$ cat config.mk
export PLATFORM = sky130hd
export DESIGN_NAME = pipeline_hazard_ctrl_flat
export DESIGN_NICKNAME = d
export VERILOG_FILES = /design/src/rtl/pipeline_hazard_ctrl_pkg.sv /design/src/rtl/pipeline_hazard_ctrl_if.sv /design/src/rtl/pipeline_hazard_ctrl_hazard_detect.sv /design/src/rtl/pipeline_hazard_ctrl.sv /design/src/flat_wrapper.sv
export SDC_FILE = /design/constraint.sdc
export NUM_CORES = 1
export LEC_CHECK = 0
export CAP_MARGIN = 15
export CORE_UTILIZATION = 45
export CTS_CLUSTER_DIAMETER = 30
export DETAILED_ROUTE_END_ITERATION = 10
export PLACE_DENSITY = 0.86
export SLEW_MARGIN = 40
export SYNTH_ARGS = -nofsm -noshare
export SYNTH_HDL_FRONTEND = slang
export SYNTH_HIERARCHICAL = 1
export SYNTH_SLANG_ARGS = --single-unit
export TNS_END_PERCENT = 5
$ cat constraint.sdc
create_clock -name clk -period 2 [get_ports clk]
set_input_delay 0.4 -clock clk [delete_from_list [all_inputs] [get_ports clk]]
set_output_delay 0.4 -clock clk [all_outputs]
set_load 0.005 [all_outputs]
$ cat src/rtl/pipeline_hazard_ctrl_pkg.sv
// Shared types and constants for the pipeline hazard sequencer.
package pipeline_ctrl_pkg;

    typedef enum logic [1:0] {
        RUN      = 2'd0,
        MEM_WAIT = 2'd1,
        REPLAY   = 2'd2
    } ctrl_state_t;

    localparam int REG_ZERO        = 0;
    localparam int DEF_MEM_TIMEOUT = 64;

endpackage

$ cat src/rtl/pipeline_hazard_ctrl_if.sv
// Hazard-controller bus: ID/EX/MEM status in, pipeline stall/nop controls out.
// PIPE_CTRL_PERF_EN adds the two performance counter outputs.
interface pipeline_hazard_ctrl_if #(
    parameter int REG_ADDR_W = 5
`ifdef PIPE_CTRL_PERF_EN
    ,
    parameter int CNT_W      = 16
`endif
);
    logic [REG_ADDR_W-1:0] id_rs1_i;
    logic [REG_ADDR_W-1:0] id_rs2_i;
    logic                  id_use_rs1_i;
    logic                  id_use_rs2_i;
    logic [REG_ADDR_W-1:0] ex_rd_i;
    logic                  ex_is_load_i;
    logic                  ex_redirect_i;
    logic                  mem_req_i;
    logic                  mem_ready_i;
    logic                  pc_stall_o;
    logic                  if_id_stall_o;
    logic                  if_id_nop_o;
    logic                  id_ex_nop_o;
    logic                  back_hold_o;
    logic                  mem_err_o;
`ifdef PIPE_CTRL_PERF_EN
    logic [CNT_W-1:0]      perf_stall_cnt_o;
    logic [CNT_W-1:0]      perf_flush_cnt_o;
`endif

    modport master (
        output id_rs1_i, id_rs2_i, id_use_rs1_i, id_use_rs2_i,
        output ex_rd_i, ex_is_load_i, ex_redirect_i, mem_req_i, mem_ready_i,
        input  pc_stall_o, if_id_stall_o, if_id_nop_o, id_ex_nop_o,
        input  back_hold_o, mem_err_o
`ifdef PIPE_CTRL_PERF_EN
        ,
        input  perf_stall_cnt_o, perf_flush_cnt_o
`endif
    );

    modport slave (
        input  id_rs1_i, id_rs2_i, id_use_rs1_i, id_use_rs2_i,
        input  ex_rd_i, ex_is_load_i, ex_redirect_i, mem_req_i, mem_ready_i,
        output pc_stall_o, if_id_stall_o, if_id_nop_o, id_ex_nop_o,
        output back_hold_o, mem_err_o
`ifdef PIPE_CTRL_PERF_EN
        ,
        output perf_stall_cnt_o, perf_flush_cnt_o
`endif
    );

endinterface

$ cat src/rtl/pipeline_hazard_ctrl_hazard_detect.sv
// Combinational compare of ID source registers against an in-flight destination;
// also usable for forwarding-path selection.
module hazard_detect
    import pipeline_ctrl_pkg::*;
#(
    parameter int REG_ADDR_W = 5
) (
    input  logic [REG_ADDR_W-1:0] rs1,
    input  logic [REG_ADDR_W-1:0] rs2,
    input  logic                  use_rs1,
    input  logic                  use_rs2,
    input  logic [REG_ADDR_W-1:0] rd,
    input  logic                  rd_valid,
    output logic                  hit
);
    logic [REG_ADDR_W-1:0] src_addr [2];
    logic [1:0]            src_use;
    logic [1:0]            src_hit;

    assign src_addr[0] = rs1;
    assign src_addr[1] = rs2;
    assign src_use     = {use_rs2, use_rs1};

    genvar gi;
    generate
        for (gi = 0; gi < 2; gi++) begin : g_src
            assign src_hit[gi] = src_use[gi] && (src_addr[gi] == rd);
        end
    endgenerate

    // x0 is hardwired, so a write to it can never create a dependency
    assign hit = rd_valid && (rd != REG_ADDR_W'(REG_ZERO)) && (|src_hit);

endmodule

$ cat src/rtl/pipeline_hazard_ctrl.sv
// Pipeline sequencer: load-use bubbles, redirect flushes, and memory-wait holds with timeout.
// Define PIPE_CTRL_PERF_EN to add saturating stall/flush performance counters.
module pipeline_hazard_ctrl
    import pipeline_ctrl_pkg::*;
#(
    parameter int REG_ADDR_W  = 5,
    parameter int MEM_TIMEOUT = DEF_MEM_TIMEOUT,
    parameter int CNT_W       = 16
) (
    input  logic                   clk,
    input  logic                   rst_n,
    pipeline_hazard_ctrl_if.slave  bus
);
    localparam int WAIT_W = $clog2(MEM_TIMEOUT + 1);

    generate
        if (MEM_TIMEOUT < 2 || CNT_W < 1) begin : g_param_illegal
        end
    endgenerate

    ctrl_state_t       state_reg, state_next;
    logic [WAIT_W-1:0] cnt_reg, cnt_next;
    logic              pend_reg, pend_next;
    logic              err_reg, err_next;
    logic              load_use;
    logic              pc_stall, if_id_stall, if_id_nop, id_ex_nop, back_hold;
    logic              redirect_flush;

    hazard_detect #(.REG_ADDR_W(REG_ADDR_W)) u_hazard_detect (
        .rs1      (bus.id_rs1_i),
        .rs2      (bus.id_rs2_i),
        .use_rs1  (bus.id_use_rs1_i),
        .use_rs2  (bus.id_use_rs2_i),
        .rd       (bus.ex_rd_i),
        .rd_valid (bus.ex_is_load_i),
        .hit      (load_use)
    );

    always_ff @(posedge clk or negedge rst_n) begin
        if (!rst_n) begin
            state_reg <= RUN;
            cnt_reg   <= '0;
            pend_reg  <= 1'b0;
            err_reg   <= 1'b0;
        end else begin
            state_reg <= state_next;
            cnt_reg   <= cnt_next;
            pend_reg  <= pend_next;
            err_reg   <= err_next;
        end
    end

    always_comb begin
        state_next     = state_reg;
        cnt_next       = cnt_reg;
        pend_next      = pend_reg;
        err_next       = err_reg;
        pc_stall       = 1'b0;
        if_id_stall    = 1'b0;
        if_id_nop      = 1'b0;
        id_ex_nop      = 1'b0;
        back_hold      = 1'b0;
        redirect_flush = 1'b0;
        case (state_reg)
            RUN: begin
                // a same-cycle ready is a single-cycle access and does not stall
                if (bus.mem_req_i && !bus.mem_ready_i) begin
                    pc_stall    = 1'b1;
                    if_id_stall = 1'b1;
                    back_hold   = 1'b1;
                    state_next  = MEM_WAIT;
                    cnt_next    = WAIT_W'(1);
                    if (bus.ex_redirect_i) pend_next = 1'b1;
                end else if (bus.ex_redirect_i) begin
                    if_id_nop      = 1'b1;
                    id_ex_nop      = 1'b1;
                    redirect_flush = 1'b1;
                end else if (load_use) begin
                    pc_stall    = 1'b1;
                    if_id_stall = 1'b1;
                    id_ex_nop   = 1'b1;
                end
            end
            MEM_WAIT: begin
                pc_stall    = 1'b1;
                if_id_stall = 1'b1;
                back_hold   = 1'b1;
                if (bus.ex_redirect_i) pend_next = 1'b1;
                if (bus.mem_ready_i) begin
                    state_next = REPLAY;
                end else if (cnt_reg == WAIT_W'(MEM_TIMEOUT)) begin
                    err_next   = 1'b1;
                    state_next = REPLAY;
                end else begin
                    cnt_next = cnt_reg + WAIT_W'(1);
                end
            end
            REPLAY: begin
                // a redirect deferred by the wait is honoured before new hazards
                state_next = RUN;
                pend_next  = 1'b0;
                if (pend_reg || bus.ex_redirect_i) begin
                    if_id_nop      = 1'b1;
                    id_ex_nop      = 1'b1;
                    redirect_flush = 1'b1;
                end else if (load_use) begin
                    pc_stall    = 1'b1;
                    if_id_stall = 1'b1;
                    id_ex_nop   = 1'b1;
                end
            end
            default: state_next = RUN;
        endcase
    end

    assign bus.pc_stall_o    = pc_stall;
    assign bus.if_id_stall_o = if_id_stall;
    assign bus.if_id_nop_o   = if_id_nop;
    assign bus.id_ex_nop_o   = id_ex_nop;
    assign bus.back_hold_o   = back_hold;
    assign bus.mem_err_o     = err_reg;

`ifdef PIPE_CTRL_PERF_EN
    logic [CNT_W-1:0] perf_stall_reg;
    logic [CNT_W-1:0] perf_flush_reg;

    always_ff @(posedge clk or negedge rst_n) begin
        if (!rst_n) begin
            perf_stall_reg <= '0;
            perf_flush_reg <= '0;
        end else begin
            if (pc_stall && !(&perf_stall_reg))
                perf_stall_reg <= perf_stall_reg + CNT_W'(1);
            if (redirect_flush && !(&perf_flush_reg))
                perf_flush_reg <= perf_flush_reg + CNT_W'(1);
        end
    end

    assign bus.perf_stall_cnt_o = perf_stall_reg;
    assign bus.perf_flush_cnt_o = perf_flush_reg;
`endif

endmodule

$ cat src/flat_wrapper.sv
// flat-port wrapper written by rule: the top's interface ports become plain ports
module pipeline_hazard_ctrl_flat import pipeline_ctrl_pkg::*;
#(
    parameter int REG_ADDR_W  = 5,
    parameter int MEM_TIMEOUT = DEF_MEM_TIMEOUT,
    parameter int CNT_W       = 16
)
  (clk, rst_n, bus_id_rs1_i, bus_id_rs2_i, bus_id_use_rs1_i, bus_id_use_rs2_i, bus_ex_rd_i, bus_ex_is_load_i, bus_ex_redirect_i, bus_mem_req_i, bus_mem_ready_i, bus_pc_stall_o, bus_if_id_stall_o, bus_if_id_nop_o, bus_id_ex_nop_o, bus_back_hold_o, bus_mem_err_o);
  pipeline_hazard_ctrl_if #(.REG_ADDR_W(REG_ADDR_W)) bus_i ();
  input  logic clk;
  input  logic rst_n;
  input wire logic [$bits(bus_i.id_rs1_i)-1:0] bus_id_rs1_i;
  input wire logic [$bits(bus_i.id_rs2_i)-1:0] bus_id_rs2_i;
  input wire logic [$bits(bus_i.id_use_rs1_i)-1:0] bus_id_use_rs1_i;
  input wire logic [$bits(bus_i.id_use_rs2_i)-1:0] bus_id_use_rs2_i;
  input wire logic [$bits(bus_i.ex_rd_i)-1:0] bus_ex_rd_i;
  input wire logic [$bits(bus_i.ex_is_load_i)-1:0] bus_ex_is_load_i;
  input wire logic [$bits(bus_i.ex_redirect_i)-1:0] bus_ex_redirect_i;
  input wire logic [$bits(bus_i.mem_req_i)-1:0] bus_mem_req_i;
  input wire logic [$bits(bus_i.mem_ready_i)-1:0] bus_mem_ready_i;
  output wire logic [$bits(bus_i.pc_stall_o)-1:0] bus_pc_stall_o;
  output wire logic [$bits(bus_i.if_id_stall_o)-1:0] bus_if_id_stall_o;
  output wire logic [$bits(bus_i.if_id_nop_o)-1:0] bus_if_id_nop_o;
  output wire logic [$bits(bus_i.id_ex_nop_o)-1:0] bus_id_ex_nop_o;
  output wire logic [$bits(bus_i.back_hold_o)-1:0] bus_back_hold_o;
  output wire logic [$bits(bus_i.mem_err_o)-1:0] bus_mem_err_o;
  assign bus_i.id_rs1_i = bus_id_rs1_i;
  assign bus_i.id_rs2_i = bus_id_rs2_i;
  assign bus_i.id_use_rs1_i = bus_id_use_rs1_i;
  assign bus_i.id_use_rs2_i = bus_id_use_rs2_i;
  assign bus_i.ex_rd_i = bus_ex_rd_i;
  assign bus_i.ex_is_load_i = bus_ex_is_load_i;
  assign bus_i.ex_redirect_i = bus_ex_redirect_i;
  assign bus_i.mem_req_i = bus_mem_req_i;
  assign bus_i.mem_ready_i = bus_mem_ready_i;
  assign bus_pc_stall_o = bus_i.pc_stall_o;
  assign bus_if_id_stall_o = bus_i.if_id_stall_o;
  assign bus_if_id_nop_o = bus_i.if_id_nop_o;
  assign bus_id_ex_nop_o = bus_i.id_ex_nop_o;
  assign bus_back_hold_o = bus_i.back_hold_o;
  assign bus_mem_err_o = bus_i.mem_err_o;
  pipeline_hazard_ctrl #(.REG_ADDR_W(REG_ADDR_W), .MEM_TIMEOUT(MEM_TIMEOUT), .CNT_W(CNT_W)) u_core (.clk(clk), .rst_n(rst_n), .bus(bus_i));
endmodule
==> flow_summary_export.csv, run 1 <==
group,metric,value,unit
finish,antenna_cells,0,
placed_design,placed_area,1237,µm²
yosys,synth_edf_count,0,
yosys,ys_ff_latch,11,
critical_path,path_class,"input pin to output port",
detailed_routing,route.detailed.drc,0,
sta,skew,0.002537,ns
critical_path,worstPathRequired,1.60,ns
placed_design,place.gp.congestion,0.8747,
detailed_routing,route.antenna.remaining_nets,0,
clock_tree,cts_buffer_depth,2,
sta,fin_tns_setup,-0.1694,ns
sta,min_period,2.169,ns
critical_path,r2r_start,"u_core/state_reg[1]$_DFFE_PN0P_",
finish,area_delta_synth_final,47.08,%
clock_tree,clock_latency,0.27,ns
run_status,status,"finished with violations",
clock_tree,cts.sinks,11,
finish,ff_latch_area,275.3,µm²
detailed_routing,wl_per_cell,15.45,µm
finish,drive_above_1_share,29.79,%
yosys,ys.flop_type,"dfrtp_1",
floorplan,chipWidth,46.21,µm
finish,final_nets,167,
yosys,ys_seq_area_share,31.29,%
sta,slew_viol_final,0,
yosys,yosysTopAreaCell,"dfrtp_1",
floorplan,start_util,49.33,%
floorplan,core,1783,µm²
power,peakVddDrop,0.0005901,V
detailed_routing,viasPerCell,5.813,
global_routing,grt_antenna_before_repair,0,
power,total_power,859.3,µW
clock_tree,numCtsBuffers,3,
floorplan,num_rows,15,
sta,fin_ws,-0.1694,ns
yosys,synth_top_area_share,31.29,%
power,powerDensity,664.2,nW/µm²
floorplan,die_y,46.21,µm
yosys,synth_cells,102,
run_status,violations,"setup timing",
critical_path,crit_fanout,3,
critical_path,cp-startpoint,"bus_ex_rd_i[0]",
critical_path,worstSetupStartpointType,"input pin",
detailed_routing,vias,965,
floorplan,design.die.area,2135,µm²
finish,design_area,1294,µm²
clock_tree,cts_root_buf,"clkbuf_4",
sta,finalCritPeriodShare,108.5,%
yosys,syn_area,879.6,µm²
placed_design,io_buffers,28,
sta,max_freq,461.0,MHz
finish,finish.utilization,72.56,%
sta,relSlewSlack,66.44,%
yosys,synth.area.top_cells,"dfrtp_1 31%, xor2_1 8.0%, nand3_1 4.0%, o21ai_0 4.0%, ha_1 2.8%",
sta,hold_violations,0,
critical_path,endpoint_kind,"output port",
yosys,synth.avg_cell_area,8.623,µm²
placed_design,dpl.hpwl,1926,µm
finish,largest_register_ffs,7,
global_routing,grt_pass1_vias,896,
finish,multi_input_area,614.3,µm²
yosys,syn_nets,127,
detailed_routing,drt_iter0_drc,41,
critical_path,cp.arrival,1.77,ns
power,p_leak,0.5567,nW
detailed_routing,routed_wirelength,2565,µm
floorplan,io_pins,29,
detailed_routing,drt_first_pass_iters,6,
clock_tree,clk_pin_slew,0.07,ns
clock_tree,h-tree-depth,1,
placed_design,place_ws,-0.9346,ns
sta,worst_pin_slew,0.5018,ns
job,cap_violations,0,
global_routing,grt-ovfl-total,0,
global_routing,grt_first_pass_wirelength,4008,µm
yosys,yosys_warnings,6,
clock_tree,cts_tree,"yes",
sta,rsz0062_at_grt,"true",
yosys,ys_types,42,
global_routing,grt_max_degree,12,
finish,fillers,137,
global_routing,gr-usage-all-layers,26.93,%
sta,setup_viol,1,
min_path,hp-class,"input pin to asynchronous set/reset pin",
yosys,async_flop_share,100.0,%
==> timing repair <==
item | 4_1_cts | 5_1_grt
hold endpoints to repair | 0 | 0
resized for setup | 61 | 18
hold buffers | 0 | 0
pin swaps | 14 | 10
buffers inserted | 2 | 0
endpoints found under the setup margin | 5 | 3
==> worst max-delay path, cell delays in order <==
cell and delay, ns:
buf_8 0.11, xor2_2 0.17, nor4_2 0.26, nand3_1 0.13, a21oi_2 0.18, buf_4 0.15, o31ai_4 0.05, a21oi_1 0.17
buf_2 0.14
==> kinds of logic (layout without fill, tap and decap cells) <==
kind of cell	after synthesis	count (layout)	synth area share, %
compound gates	30	30	22.62
buf+inv	9	48	4.552
fa+ha+maj	2	2	2.844
xor+xnor	10	10	9.958
flops	11	11	31.29
simple gates	40	40	28.74
==> cells in the mapped netlist, drive strengths merged, types with 2 or more instances <==
library cell  number
a21oi              4
or4                2
dfrtp             11
xnor2              2
buf                3
nor4               3
nor2b              2
o31ai              2
nor2               3
nand4              3
o21ai             11
a211oi             2
ha                 2
nand2b             3
xor2               8
nor3b              3
nand2              6
o22ai              2
o211ai             3
inv                5
nand3              7
nand3b             2
==> power breakdown <==
part | total [mW] | switching (mW) | internal, mW
clock network | 0.156 | 0.0790 | 0.0773
registers | 0.354 | 0.0804 | 0.273
logic | 0.349 | 0.164 | 0.185
total | 0.859 | 0.323 | 0.536
==> final cells by class <==
class / count / share of cell area, %
multi-input cells: 82 / 47.49
repair buffers: 39 / 25.34
flip-flops and latches: 11 / 21.28
well taps: 25 / 2.418
clock buffers: 4 / 2.031
inverters: 5 / 1.451
==> worst paths after layout <==
path | endpoint | slack [ns] | cells after the start
max | bus_id_ex_nop_o | -0.17 | 9
min reg2reg | u_core/bus.mem_err_o$_DFFE_PN0P_ | 0.47 | 1
min in group clk | u_core/bus.mem_err_o$_DFFE_PN0P_ | 0.47 | 1
min | u_core/cnt_reg[6]$_DFFE_PN0P_ | 0.46 | 1
max reg2reg | u_core/cnt_reg[0]$_DFFE_PN0P_ | 0.37 | 4
max in group asynchronous | u_core/state_reg[0]$_DFFE_PN0P_ | 1.20 | 1
==> cell usage in the layout, fill, tap and decap left out, drive strengths merged, types with 2 or more instances in the layout <==
master         netlist  final
a211oi               2      2
a21oi                4      4
buf                  3     21
clkbuf               1      8
clkdlybuf4s15        0      2
clkdlybuf4s50        0      8
dfrtp               11     11
dlygate4sd2          0      2
dlymetal6s2s         0      2
ha                   2      2
inv                  5      5
nand2                6      6
nand2b               3      3
nand3                7      7
nand3b               2      2
nand4                3      3
nor2                 3      3
nor2b                2      2
nor3b                3      3
nor4                 3      3
o211ai               3      3
o21ai               11     11
o22ai                2      2
o31ai                2      2
or4                  2      2
xnor2                2      2
xor2                 8      8
==> metrics by stage <==
stage / instances / hold WS (ns)
3_3_place_gp: 160 / 0.4464
2_1_floorplan: 102 / 0.1044
5_1_grt: 166 / 0.4746
3_5_place_dp: 160 / 0.4524
4_1_cts: 166 / 0.4697
6_report: 166 / 0.4604
==> per-layer routing <==
| layer | routed length [µm] | global-route usage (%) | vias to the layer above |
|---|---|---|---|
| li1 | - | - | 458 |
| met1 | 1052 | 33.09 | 458 |
| met2 | 1266 | 46.48 | 43 |
| met3 | 196 | 4.706 | 6 |
| met4 | 49 | 10.00 | 0 |
| met5 | 0 | 0 | - |
No activity file was read; power rests on OpenSTA's default activity.
==> run 2: changes to the inputs <==
--- a/config.mk
+++ b/config.mk
@@ -5,8 +5,8 @@
 export SDC_FILE = /design/constraint.sdc
 export NUM_CORES = 1
 export LEC_CHECK = 0
-export CAP_MARGIN = 15
 export CORE_UTILIZATION = 45
+export CTS_BUF_LIST = sky130_fd_sc_hd__clkbuf_8
 export CTS_CLUSTER_DIAMETER = 30
 export DETAILED_ROUTE_END_ITERATION = 10
 export PLACE_DENSITY = 0.86
==> run 2 against run 1 <==
  * The run still ends with setup timing left
  * First-iteration DRC count grew 22%
  * Combinational power increased by 1%
  * Die area did not move
  * Via count rose by 0.83%
  * Fmax hardly changed
  * Non-clock buffer count is the same
  * Register-to-register slack improved by 0.03 ns
  * Wire length grew 4.2%
  * Largest cell class unchanged
  * Largest power group unchanged
==> flow_summary_export.csv, run 2 (synthesized netlist as in run 1, its figures left out) <==
group,metric,value,unit
run_status,status,"finished with violations",
run_status,violations,"setup timing",
clock_tree,cts_buffer_depth,2,
detailed_routing,drt_iter0_drc,50,
critical_path,worstSetupStartpointType,"input pin",
power,peakVddDrop,0.0006191,V
sta,rsz0062_at_grt,"true",
floorplan,start_util,49.33,%
detailed_routing,wl_per_cell,16.11,µm
sta,min_period,2.169,ns
job,cap_violations,0,
power,clockPowerShare,24.5,%
clock_tree,clk_pin_slew,0.05,ns
global_routing,grt_antenna_before_repair,0,
detailed_routing,vias,973,
clock_tree,cts.sinks,11,
floorplan,io_pins,29,
floorplan,num_rows,15,
power,p_seq_share,37.9,%
sta,relSlewSlack,65.92,%
finish,multi_input_area,614.3,µm²
clock_tree,h-tree-depth,1,
sta,worst_pin_slew,0.5096,ns
sta,slew_viol_final,0,
critical_path,endpoint_kind,"output port",
sta,fin_ws,-0.1686,ns
finish,drive_above_1_share,29.79,%
global_routing,grt_max_degree,12,
clock_tree,cts_tree,"yes",
power,p_int,595.8,µW
finish,finish.utilization,73.61,%
critical_path,cp.arrival,1.77,ns
finish,largest_register_ffs,7,
power,p_leak,0.5686,nW
global_routing,grt-ovfl-total,0,
clock_tree,cts_root_buf,"clkbuf_8",
global_routing,gr-usage-all-layers,27.99,%
power,p_switching,343.1,µW
floorplan,core,1783,µm²
detailed_routing,viasPerCell,5.861,
clock_tree,clock_latency,0.25,ns
critical_path,path_cells,"buf_8 -> xor2_2 -> nor4_2 -> nand3_1 -> a21oi_2 -> buf_4 -> o31ai_4 -> a21oi_1 -> buf_2",
placed_design,dpl.hpwl,1926,µm
finish,fillers,134,
sta,skew,0.005809,ns
detailed_routing,drt_first_pass_iters,5,
clock_tree,numCtsBuffers,3,
finish,antenna_cells,0,
critical_path,crit_family,"buffers and inverters",
sta,max_freq,461.1,MHz
power,sw_frac_of_total,36.55,%
sta,hold_violations,0,
floorplan,die_y,46.21,µm
sta,setup_viol,1,
detailed_routing,routed_wirelength,2674,µm
min_path,hp-class,"flip-flop to flip-flop",
critical_path,path_buf_inv,3,
critical_path,cpPeakStageDelay,0.26,ns
finish,final_nets,167,
sta,finalCritPeriodShare,108.4,%
detailed_routing,route.antenna.remaining_nets,0,
finish,ff_latch_area,275.3,µm²
global_routing,grt_pass1_vias,916,
placed_design,io_buffers,28,
critical_path,path_class,"input pin to output port",
global_routing,grt_first_pass_wirelength,4112,µm
detailed_routing,route.detailed.drc,0,
finish,area_delta_synth_final,49.22,%
power,comb_power_share,37.6,%
floorplan,design.die.area,2135,µm²
critical_path,crit_fanout,3,
power,powerDensity,715.3,nW/µm²
critical_path,worstPathRequired,1.60,ns
finish,layout_common_cells,"11 x dfrtp_1, 11 x buf_4, 8 x clkdlybuf4s50_1",
critical_path,crit_slowest_cell,"nor4_2",
placed_design,place.gp.congestion,0.8747,
floorplan,chipWidth,46.21,µm
sta,fin_tns_setup,-0.1686,ns
clock_tree,ctsHoldBuffers,0,
-- run 2: area by class of cell --
class	count	area share (%)
Multi-Input combinational cell	82	46.81
Clock buffer	3	3.146
Inverter	5	1.430
Sequential cell	11	20.97
Tap cell	25	2.383
Clock inverter	1	0.2860
Timing Repair Buffer	39	24.98
-- run 2: worst paths after layout --
path,cells after the start,end,startpoint,slack (ns)
setup / recovery,9,bus_id_ex_nop_o,bus_ex_rd_i[0],-0.17
hold / removal,1,u_core/bus.mem_err_o$_DFFE_PN0P_,u_core/bus.mem_err_o$_DFFE_PN0P_,0.46
setup reg to reg,5,u_core/cnt_reg[0]$_DFFE_PN0P_,u_core/cnt_reg[0]$_DFFE_PN0P_,0.40
hold reg to reg,1,u_core/bus.mem_err_o$_DFFE_PN0P_,u_core/bus.mem_err_o$_DFFE_PN0P_,0.46
max in group asynchronous,1,u_core/state_reg[0]$_DFFE_PN0P_,rst_n,1.16
min in group asynchronous,1,u_core/cnt_reg[6]$_DFFE_PN0P_,rst_n,0.49
-- run 2: metrics by stage --
stage / instances / total power [mW] / cell area [µm²] / hold slack, ns / worst slack (ns)
final: 166 / 0.9389 / 1313 / 0.4608 / -0.1686
after global routing: 166 / 0.9839 / 1313 / 0.4690 / -0.2519
after floorplan: 102 / 0.5337 / 879.6 / 0.1044 / 0.1481
after detailed placement: 160 / 0.7022 / 1237 / 0.4524 / -0.9346
after CTS: 166 / 0.9244 / 1289 / 0.4646 / -0.2274
after global placement: 160 / 0.6826 / 1237 / 0.4464 / -0.8119
-- run 2: timing repair --
item                                    4_1_cts  5_1_grt
pin swaps                                    14       10
buffers inserted                              2        0
gates resized for setup                      61       18
endpoints found under the setup margin        5        3
-- run 2: worst reg2reg max path, stage by stage (launching register included) --
cell and delay [ns]:
dfrtp_1 0.44, inv_1 0.11, ha_1 0.23, and2_1 0.18, a2111oi_0 0.40, a311oi_1 0.10
-- run 2: power groups by stage --
stage	Sequential [mW]	Combinational [mW]	Clock, mW
2_1_floorplan	0.329	0.204	0
3_3_place_gp	0.345	0.337	0
3_5_place_dp	0.352	0.350	0
4_1_cts	0.350	0.344	0.230
5_1_grt	0.366	0.382	0.236
6_report	0.356	0.353	0.230
-- run 2: routing by layer --
metal	up-vias	track usage [%]	part of all wire [%]
li1	459	-	-
met1	457	33.57	40
met2	52	48.45	50
met3	5	4.314	8.9
met4	0	12.94	1.6
met5	-	0	0
==> run 3: changes to the inputs <==
--- a/config.mk
+++ b/config.mk
@@ -7,7 +7,7 @@
 export LEC_CHECK = 0
 export CORE_UTILIZATION = 45
 export CTS_BUF_LIST = sky130_fd_sc_hd__clkbuf_8
-export CTS_CLUSTER_DIAMETER = 30
+export CTS_CLUSTER_DIAMETER = 100
 export DETAILED_ROUTE_END_ITERATION = 10
 export PLACE_DENSITY = 0.86
 export SLEW_MARGIN = 40
==> results of run 3 <==
The final DEF is identical to that of run 2; final timing and power are the same.
